## src/rtl/vs_stream_demux_if.sv

```systemverilog
// Stream bundle for vs_stream_demux: one producer-side stream carrying a
// channel select, plus N_OUT consumer-side streams packed side by side.
// The master modport is the environment view (producer and consumers).
// The slave modport is the demultiplexer view.
interface vs_stream_demux_if #(
    parameter int WIDTH = 8,
    parameter int N_OUT = 4,
    parameter int SEL_W = $clog2(N_OUT)
);
    // producer side
    logic [SEL_W-1:0]       s_sel;
    logic [WIDTH-1:0]       s_data;
    logic                   s_last;
    logic                   s_valid;
    logic                   s_ready;
    // consumer side, channel i in m_data[i*WIDTH +: WIDTH]
    logic [N_OUT*WIDTH-1:0] m_data;
    logic [N_OUT-1:0]       m_last;
    logic [N_OUT-1:0]       m_valid;
    logic [N_OUT-1:0]       m_ready;

    modport master (
        output s_sel, s_data, s_last, s_valid,
        input  s_ready,
        input  m_data, m_last, m_valid,
        output m_ready
    );

    modport slave (
        input  s_sel, s_data, s_last, s_valid,
        output s_ready,
        output m_data, m_last, m_valid,
        input  m_ready
    );
endinterface

```

## src/rtl/vs_stream_demux.sv

```systemverilog
// 1-to-N streaming demultiplexer with packet-granular routing.
// The route is taken from s_sel on the first beat of a packet and held in
// cur_sel_q until the last beat. Packets addressed past N_OUT-1 are swallowed
// (s_ready forced high) and counted. Each channel has a one-entry output
// register whose data/last read zero whenever its valid is low.
module vs_stream_demux #(
    parameter int WIDTH = 8,
    parameter int N_OUT = 4,
    parameter int SEL_W = $clog2(N_OUT),
    parameter int CNT_W = 16
) (
    input  logic              clk,
    input  logic              rst,
    vs_stream_demux_if.slave  bus,
    output logic              busy,
    output logic              err_drop,
    output logic [CNT_W-1:0]  drop_cnt
);

    typedef enum logic [1:0] {
        ST_IDLE = 2'd0,
        ST_FWD  = 2'd1,
        ST_DROP = 2'd2
    } state_e;

    state_e             state_q, state_d;
    logic [SEL_W-1:0]   cur_sel_q, cur_sel_d;
    logic [WIDTH-1:0]   data_q [N_OUT];
    logic [WIDTH-1:0]   data_d [N_OUT];
    logic [N_OUT-1:0]   last_q, last_d;
    logic [N_OUT-1:0]   valid_q, valid_d;
    logic               err_drop_q, err_drop_d;
    logic [CNT_W-1:0]   drop_cnt_q, drop_cnt_d;

    logic               first_s;
    logic               sel_ok_s;
    logic               drop_s;
    logic [SEL_W-1:0]   tgt_sel_s;
    logic [N_OUT-1:0]   hit_s;
    logic [N_OUT-1:0]   free_s;
    logic               s_ready_s;
    logic               accept_s;
    logic [N_OUT-1:0]   load_s;
    logic [N_OUT*WIDTH-1:0] m_data_s;

    // Route decode: pick the target channel and decide forward vs discard.
    always_comb begin
        first_s  = (state_q == ST_IDLE);
        sel_ok_s = (32'(bus.s_sel) < 32'(N_OUT));
        if (first_s) begin
            tgt_sel_s = bus.s_sel;
            drop_s    = !sel_ok_s;
        end else begin
            tgt_sel_s = cur_sel_q;
            drop_s    = (state_q == ST_DROP);
        end
        hit_s  = {N_OUT{1'b0}};
        free_s = {N_OUT{1'b0}};
        for (int i = 0; i < N_OUT; i++) begin
            hit_s[i]  = (tgt_sel_s == SEL_W'(i));
            free_s[i] = !valid_q[i] || bus.m_ready[i];
        end
        // Discarded beats are always taken; routed beats wait on their channel.
        if (rst) begin
            s_ready_s = 1'b0;
        end else if (drop_s) begin
            s_ready_s = 1'b1;
        end else begin
            s_ready_s = |(hit_s & free_s);
        end
        accept_s = bus.s_valid && s_ready_s;
        if (accept_s && !drop_s) begin
            load_s = hit_s;
        end else begin
            load_s = {N_OUT{1'b0}};
        end
    end

    // Packet FSM next state, route lock and drop bookkeeping.
    always_comb begin
        state_d    = state_q;
        cur_sel_d  = cur_sel_q;
        err_drop_d = 1'b0;
        drop_cnt_d = drop_cnt_q;
        case (state_q)
            ST_IDLE: begin
                if (accept_s && !bus.s_last) begin
                    state_d = drop_s ? ST_DROP : ST_FWD;
                end else begin
                    state_d = ST_IDLE;
                end
            end
            ST_FWD, ST_DROP: begin
                if (accept_s && bus.s_last) begin
                    state_d = ST_IDLE;
                end else begin
                    state_d = state_q;
                end
            end
            default: begin
                state_d = ST_IDLE;
            end
        endcase
        if (accept_s && first_s) begin
            cur_sel_d  = bus.s_sel;
            err_drop_d = drop_s;
        end else begin
            cur_sel_d  = cur_sel_q;
            err_drop_d = 1'b0;
        end
        // Saturate rather than wrap so a stuck-high count is still meaningful.
        if (err_drop_d && (drop_cnt_q != {CNT_W{1'b1}})) begin
            drop_cnt_d = drop_cnt_q + CNT_W'(1);
        end else begin
            drop_cnt_d = drop_cnt_q;
        end
    end

    // Output register next state: load wins over drain, drain zero-fills.
    always_comb begin
        last_d  = last_q;
        valid_d = valid_q;
        for (int i = 0; i < N_OUT; i++) begin
            data_d[i] = data_q[i];
            if (load_s[i]) begin
                data_d[i]  = bus.s_data;
                last_d[i]  = bus.s_last;
                valid_d[i] = 1'b1;
            end else if (valid_q[i] && bus.m_ready[i]) begin
                data_d[i]  = {WIDTH{1'b0}};
                last_d[i]  = 1'b0;
                valid_d[i] = 1'b0;
            end else begin
                data_d[i]  = data_q[i];
            end
        end
    end

    // State and output registers with synchronous reset.
    always_ff @(posedge clk) begin
        if (rst) begin
            state_q    <= ST_IDLE;
            cur_sel_q  <= {SEL_W{1'b0}};
            last_q     <= {N_OUT{1'b0}};
            valid_q    <= {N_OUT{1'b0}};
            err_drop_q <= 1'b0;
            drop_cnt_q <= {CNT_W{1'b0}};
            for (int i = 0; i < N_OUT; i++) begin
                data_q[i] <= {WIDTH{1'b0}};
            end
        end else begin
            state_q    <= state_d;
            cur_sel_q  <= cur_sel_d;
            last_q     <= last_d;
            valid_q    <= valid_d;
            err_drop_q <= err_drop_d;
            drop_cnt_q <= drop_cnt_d;
            for (int i = 0; i < N_OUT; i++) begin
                data_q[i] <= data_d[i];
            end
        end
    end

    // Pack per-channel data registers onto the flat output bus.
    always_comb begin
        m_data_s = {(N_OUT*WIDTH){1'b0}};
        for (int i = 0; i < N_OUT; i++) begin
            m_data_s[i*WIDTH +: WIDTH] = data_q[i];
        end
    end

    assign bus.s_ready = s_ready_s;
    assign bus.m_data  = m_data_s;
    assign bus.m_last  = last_q;
    assign bus.m_valid = valid_q;
    assign busy        = (state_q != ST_IDLE);
    assign err_drop    = err_drop_q;
    assign drop_cnt    = drop_cnt_q;

endmodule
```

## src/flat_wrapper.sv

```systemverilog
// flat-port wrapper written by rule: the top's interface ports become plain ports
module vs_stream_demux_flat 
#(
    parameter int WIDTH = 8,
    parameter int N_OUT = 4,
    parameter int SEL_W = $clog2(N_OUT),
    parameter int CNT_W = 16
)
  (clk, rst, busy, err_drop, drop_cnt, bus_s_sel, bus_s_data, bus_s_last, bus_s_valid, bus_s_ready, bus_m_data, bus_m_last, bus_m_valid, bus_m_ready);
  vs_stream_demux_if #(.WIDTH(WIDTH), .N_OUT(N_OUT), .SEL_W(SEL_W)) bus_i ();
  input  logic clk;
  input  logic rst;
  output logic busy;
  output logic err_drop;
  output logic [CNT_W-1:0] drop_cnt;
  input wire logic [$bits(bus_i.s_sel)-1:0] bus_s_sel;
  input wire logic [$bits(bus_i.s_data)-1:0] bus_s_data;
  input wire logic [$bits(bus_i.s_last)-1:0] bus_s_last;
  input wire logic [$bits(bus_i.s_valid)-1:0] bus_s_valid;
  output wire logic [$bits(bus_i.s_ready)-1:0] bus_s_ready;
  output wire logic [$bits(bus_i.m_data)-1:0] bus_m_data;
  output wire logic [$bits(bus_i.m_last)-1:0] bus_m_last;
  output wire logic [$bits(bus_i.m_valid)-1:0] bus_m_valid;
  input wire logic [$bits(bus_i.m_ready)-1:0] bus_m_ready;
  assign bus_i.s_sel = bus_s_sel;
  assign bus_i.s_data = bus_s_data;
  assign bus_i.s_last = bus_s_last;
  assign bus_i.s_valid = bus_s_valid;
  assign bus_s_ready = bus_i.s_ready;
  assign bus_m_data = bus_i.m_data;
  assign bus_m_last = bus_i.m_last;
  assign bus_m_valid = bus_i.m_valid;
  assign bus_i.m_ready = bus_m_ready;
  vs_stream_demux #(.WIDTH(WIDTH), .N_OUT(N_OUT), .SEL_W(SEL_W), .CNT_W(CNT_W)) u_core (.clk(clk), .rst(rst), .bus(bus_i), .busy(busy), .err_drop(err_drop), .drop_cnt(drop_cnt));
endmodule
```

## config.mk

```make
export PLATFORM = sky130hd
export DESIGN_NAME = vs_stream_demux_flat
export DESIGN_NICKNAME = d
export VERILOG_FILES = /design/src/rtl/vs_stream_demux_if.sv /design/src/rtl/vs_stream_demux.sv /design/src/flat_wrapper.sv
export SDC_FILE = /design/constraint.sdc
export NUM_CORES = 1
export LEC_CHECK = 0
export CORE_ASPECT_RATIO = 0.75
export CORE_MARGIN = 3
export CORE_UTILIZATION = 42
export CTS_CLUSTER_DIAMETER = 150
export DETAILED_ROUTE_END_ITERATION = 7
export PLACE_DENSITY = 0.75
export SYNTH_ARGS = -nofsm -noshare
export SYNTH_HDL_FRONTEND = slang
export SYNTH_SLANG_ARGS = --single-unit
```

## constraint.sdc

```tcl
create_clock -name clk -period 1.94 [get_ports clk]
set_input_delay 0.194 -clock clk [delete_from_list [all_inputs] [get_ports clk]]
set_output_delay 0.194 -clock clk [all_outputs]
set_load 0.02 [all_outputs]
```

==> results summary <==
The floorplan step defined a die boundary enclosing about 0.0073 mm². Port buffering added 76 buffers. When the netlist entered floorplanning its net count stood at 302. The initial core utilization came out at 44.6%. Traced cell by cell, the critical path runs through inv_2 > ha_4 > buf_4 > nand4b_1 > inv_2 > nand4_1 > buf_4 > or4_1 > a21oi_1. The final worst slack is 70.2 ps. The die extent in y is approximately 75 µm. The slowest cell on the critical path is or4_1. The final-report setup violation count came out at 0. The fmax is 535 MHz. The clock period minus final worst setup slack came out at roughly 1900 ps.

The power per unit of standard cell area came out at ~730 mW/mm². By startpoint and endpoint, the worst setup path is classified as register to register. The clock-pin slew of the registers on the worst-case setup and hold paths came out at 70 ps.

The post-synthesis area per instance came out at about 9.4 µm². Buffers inserted during clock tree synthesis total 9. The routing usage on met2 is a little under a third.

The path type of the worst min-delay path is register to register. In the layout the commonest cells are clkdlybuf4s50_1 (74), dfxtp_1 (59), nand2_1 (47). The stage delay of the slowest cell on the critical path came out at roughly 400 ps.

The final clock skew came out at 6.12 ps. The sum of buffers and inverters on the critical path came out at 4. The first-pass detailed-route iteration total came out at 4.

The met1 demand-to-capacity share in global routing is between 20 and 25%. The maximum resistive drop on vdd is roughly 0.39 mV. The setup slack at placement came out at -265 ps. The number of hold violations in the final report is 0. The most used flip-flop cell after synthesis is dfxtp_1.

The remaining max-slew budget at the tightest pin is ~49%. The number of antenna violations at the first check in global routing came out at 0. The boundary pin count came out at 77. The number of synthesized register bits came out at just over 60. The layer flagged by global routing as most heavily used is met2. Sorting the synthesized cells by area gives the leading types as dfxtp_1 (46%), mux2i_1 (15%), nand2_1 (6.7%). The number of vias per cell is a little over 5. The cell leakage power came out at between 1.5 and 2 nW.

The async set-reset flop share out of synthesis came out at 0%. The design draws between 0.002 and 0.003 W. The worst hold margin came out at about 460 ps. The overall die width is between 90 and 100 µm. 0 antenna diodes ended up in the layout. The leading cell type in the layout, fill and taps excluded is clkdlybuf4s50_1. The transition at the pin with the smallest max-transition slack came out at roughly 760 ps. Clock tree synthesis selected as its root buffer the cell clkbuf_8. The core area is just under 0.006 mm². The final number of max-transition violations was 0. The count of warnings emitted by yosys is 0. Synthesis instantiated 45 different standard cells from the library. The required time reported for the critical path endpoint is ~2200 ps.

The flow ran to the end, and the final reports show no timing, DRC or antenna violations. The number of synthesized flops with an enable pin came out at 0. For this block, the initial DRC count from the detailed router was 86. The clock passes through at most 2 buffers. Setup repair after global routing could not meet its margin everywhere.

The data arrival time at the worst-slack endpoint is about 2100 ps. The average detailed-routed wire length per instance came out at about 15 µm. The synthesized area is 0.00265 mm². Compared with the post-synthesis result, the final layout area differs by 51.4%.

The worst path uses 96.4% of the clock period. The cell count after synthesis came out at between 200 and 300. The count of antenna-violating nets left after detailed routing came out at 0. The row count came out at 24. The hold buffer count at CTS came out at 0. For this run, design rule violations remaining after detail routing come to 0. The cell count after placement is between 400 and 500.

Summed over all instances, the cell type with the most area after synthesis is dfxtp_1. In this run the biggest area consumer among cell types represents 46.1% of the synthesized area. The clock network latency to the later pin of the worst-skew pair is ~340 ps. The congestion estimate from routability-driven global placement came to roughly 0.87. The final cell count without fillers came out at approximately 470. The total via count after detailed routing is 2371. The all-layer global routing usage came out at 18.2%. The clock drives 61 sinks. The ratio of cells with drive above 1 in the final layout is 16.7%. The number of violations of the max-capacitance limit is 0.

The first global-routing pass estimated approximately 11000 µm of wire. The number of levels the H-tree was split into came out at 3. TritonCTS built the clock tree. The post-detailed-placement half-perimeter wirelength came out at between 4000 and 5000 µm. Entering global routing, the biggest net connects 31 pins.

The critical path launch point type is a register. The final net count is 406. The wire length after detailed routing is between 6000 and 7000 µm. The setup total negative slack came out at 0 ps. For this run, global-route usage on met3 was measured as a little under 7%. The register area share after synthesis is 46.1%. The worst setup path is captured at a register. The cell family contributing the most delay on the critical path is simple AND/OR/NAND/NOR gates. The via count of the first global-routing pass is between 2k and 2.5k. After global routing the overflow that remains totals 0. Along the worst path, the maximum fanout reaches 9.
[sequential cells by signal (all words and copies together) (netlist names)]
register,flops
u_core.data_q,32
u_core.drop_cnt,16
u_core.bus.m_last,4
u_core.bus.m_valid,4
u_core.cur_sel_q,2
u_core.state_q,2
u_core.err_drop,1
[cells in the mapped netlist, drive strengths merged (5+ instances only)]
cell	instances
buf	6
inv	5
nor3	7
o21ai	9
a21oi	17
xnor2	9
dfxtp	61
mux2i	39
nor2	14
nor3b	5
nand2b	18
nand2	48
[stage by stage]
stage	util, %	area (µm²)
after global routing	67.5	4010
after CTS	65.4	3890
final	67.5	4010
after floorplan	-	2650
after global placement	61.0	3630
after detailed placement	61.0	3630
[tightest hold or removal path: cells and delay by family, from the launching register on]
kind	cells	cell delay, ps
mux	1	50
simple gates	1	50
flops	1	310
[layout make-up]
class                   count  area [µm²]
clock buffers              12         145
repair buffers            103        1020
flip-flops and latches     61        1220
multi-input cells         204        1410
fillers                   458        1930
inverters                   6        22.5
well taps                  78        97.6
clock inverters             4        95.1
[per-layer routing]
metal  routed length [µm]  vias up
met5                    0        -
met4                   46        0
met3                  369        6
met2                 3410       53
met1                 3120     1131
li1                     -     1181
[logic make-up after synthesis]
logic type / Yosys count / synth area share, %
mux: 39 / 14.7
buf+inv: 16 / 3.59
xor+xnor: 9 / 2.97
compound gates: 37 / 8.17
fa+ha+maj: 3 / 1.42
flops: 61 / 46.1
simple gates: 116 / 23.0
[final timing paths]
| check | start | end | slack, ps | cells past startpoint |
|---|---|---|---|---|
| min | u_core.data_q[1][1] | u_core.data_q[1][1] | 460 | 2 |
| min reg2reg | u_core.data_q[1][1] | u_core.data_q[1][1] | 460 | 2 |
| max reg2reg | u_core.state_q[0] | u_core.drop_cnt[14] | 70 | 9 |
| max | u_core.state_q[0] | u_core.drop_cnt[14] | 70 | 9 |
[power breakdown]
group	leakage (nW)	total [W]	switching (W)	internal [W]
sequential	0.494	0.00129	0.0000140	0.00127
clock	0.121	0.00136	0.000474	0.000888
combinational	1.04	0.000280	0.000139	0.000141
[repair_timing]
action,in CTS,in global routing
gates cloned,0,1
gates resized for setup,8,22
endpoints found under the setup margin,50,51
setup buffers,1,3
pin swaps,1,7
(Power assumes the default switching activity.)
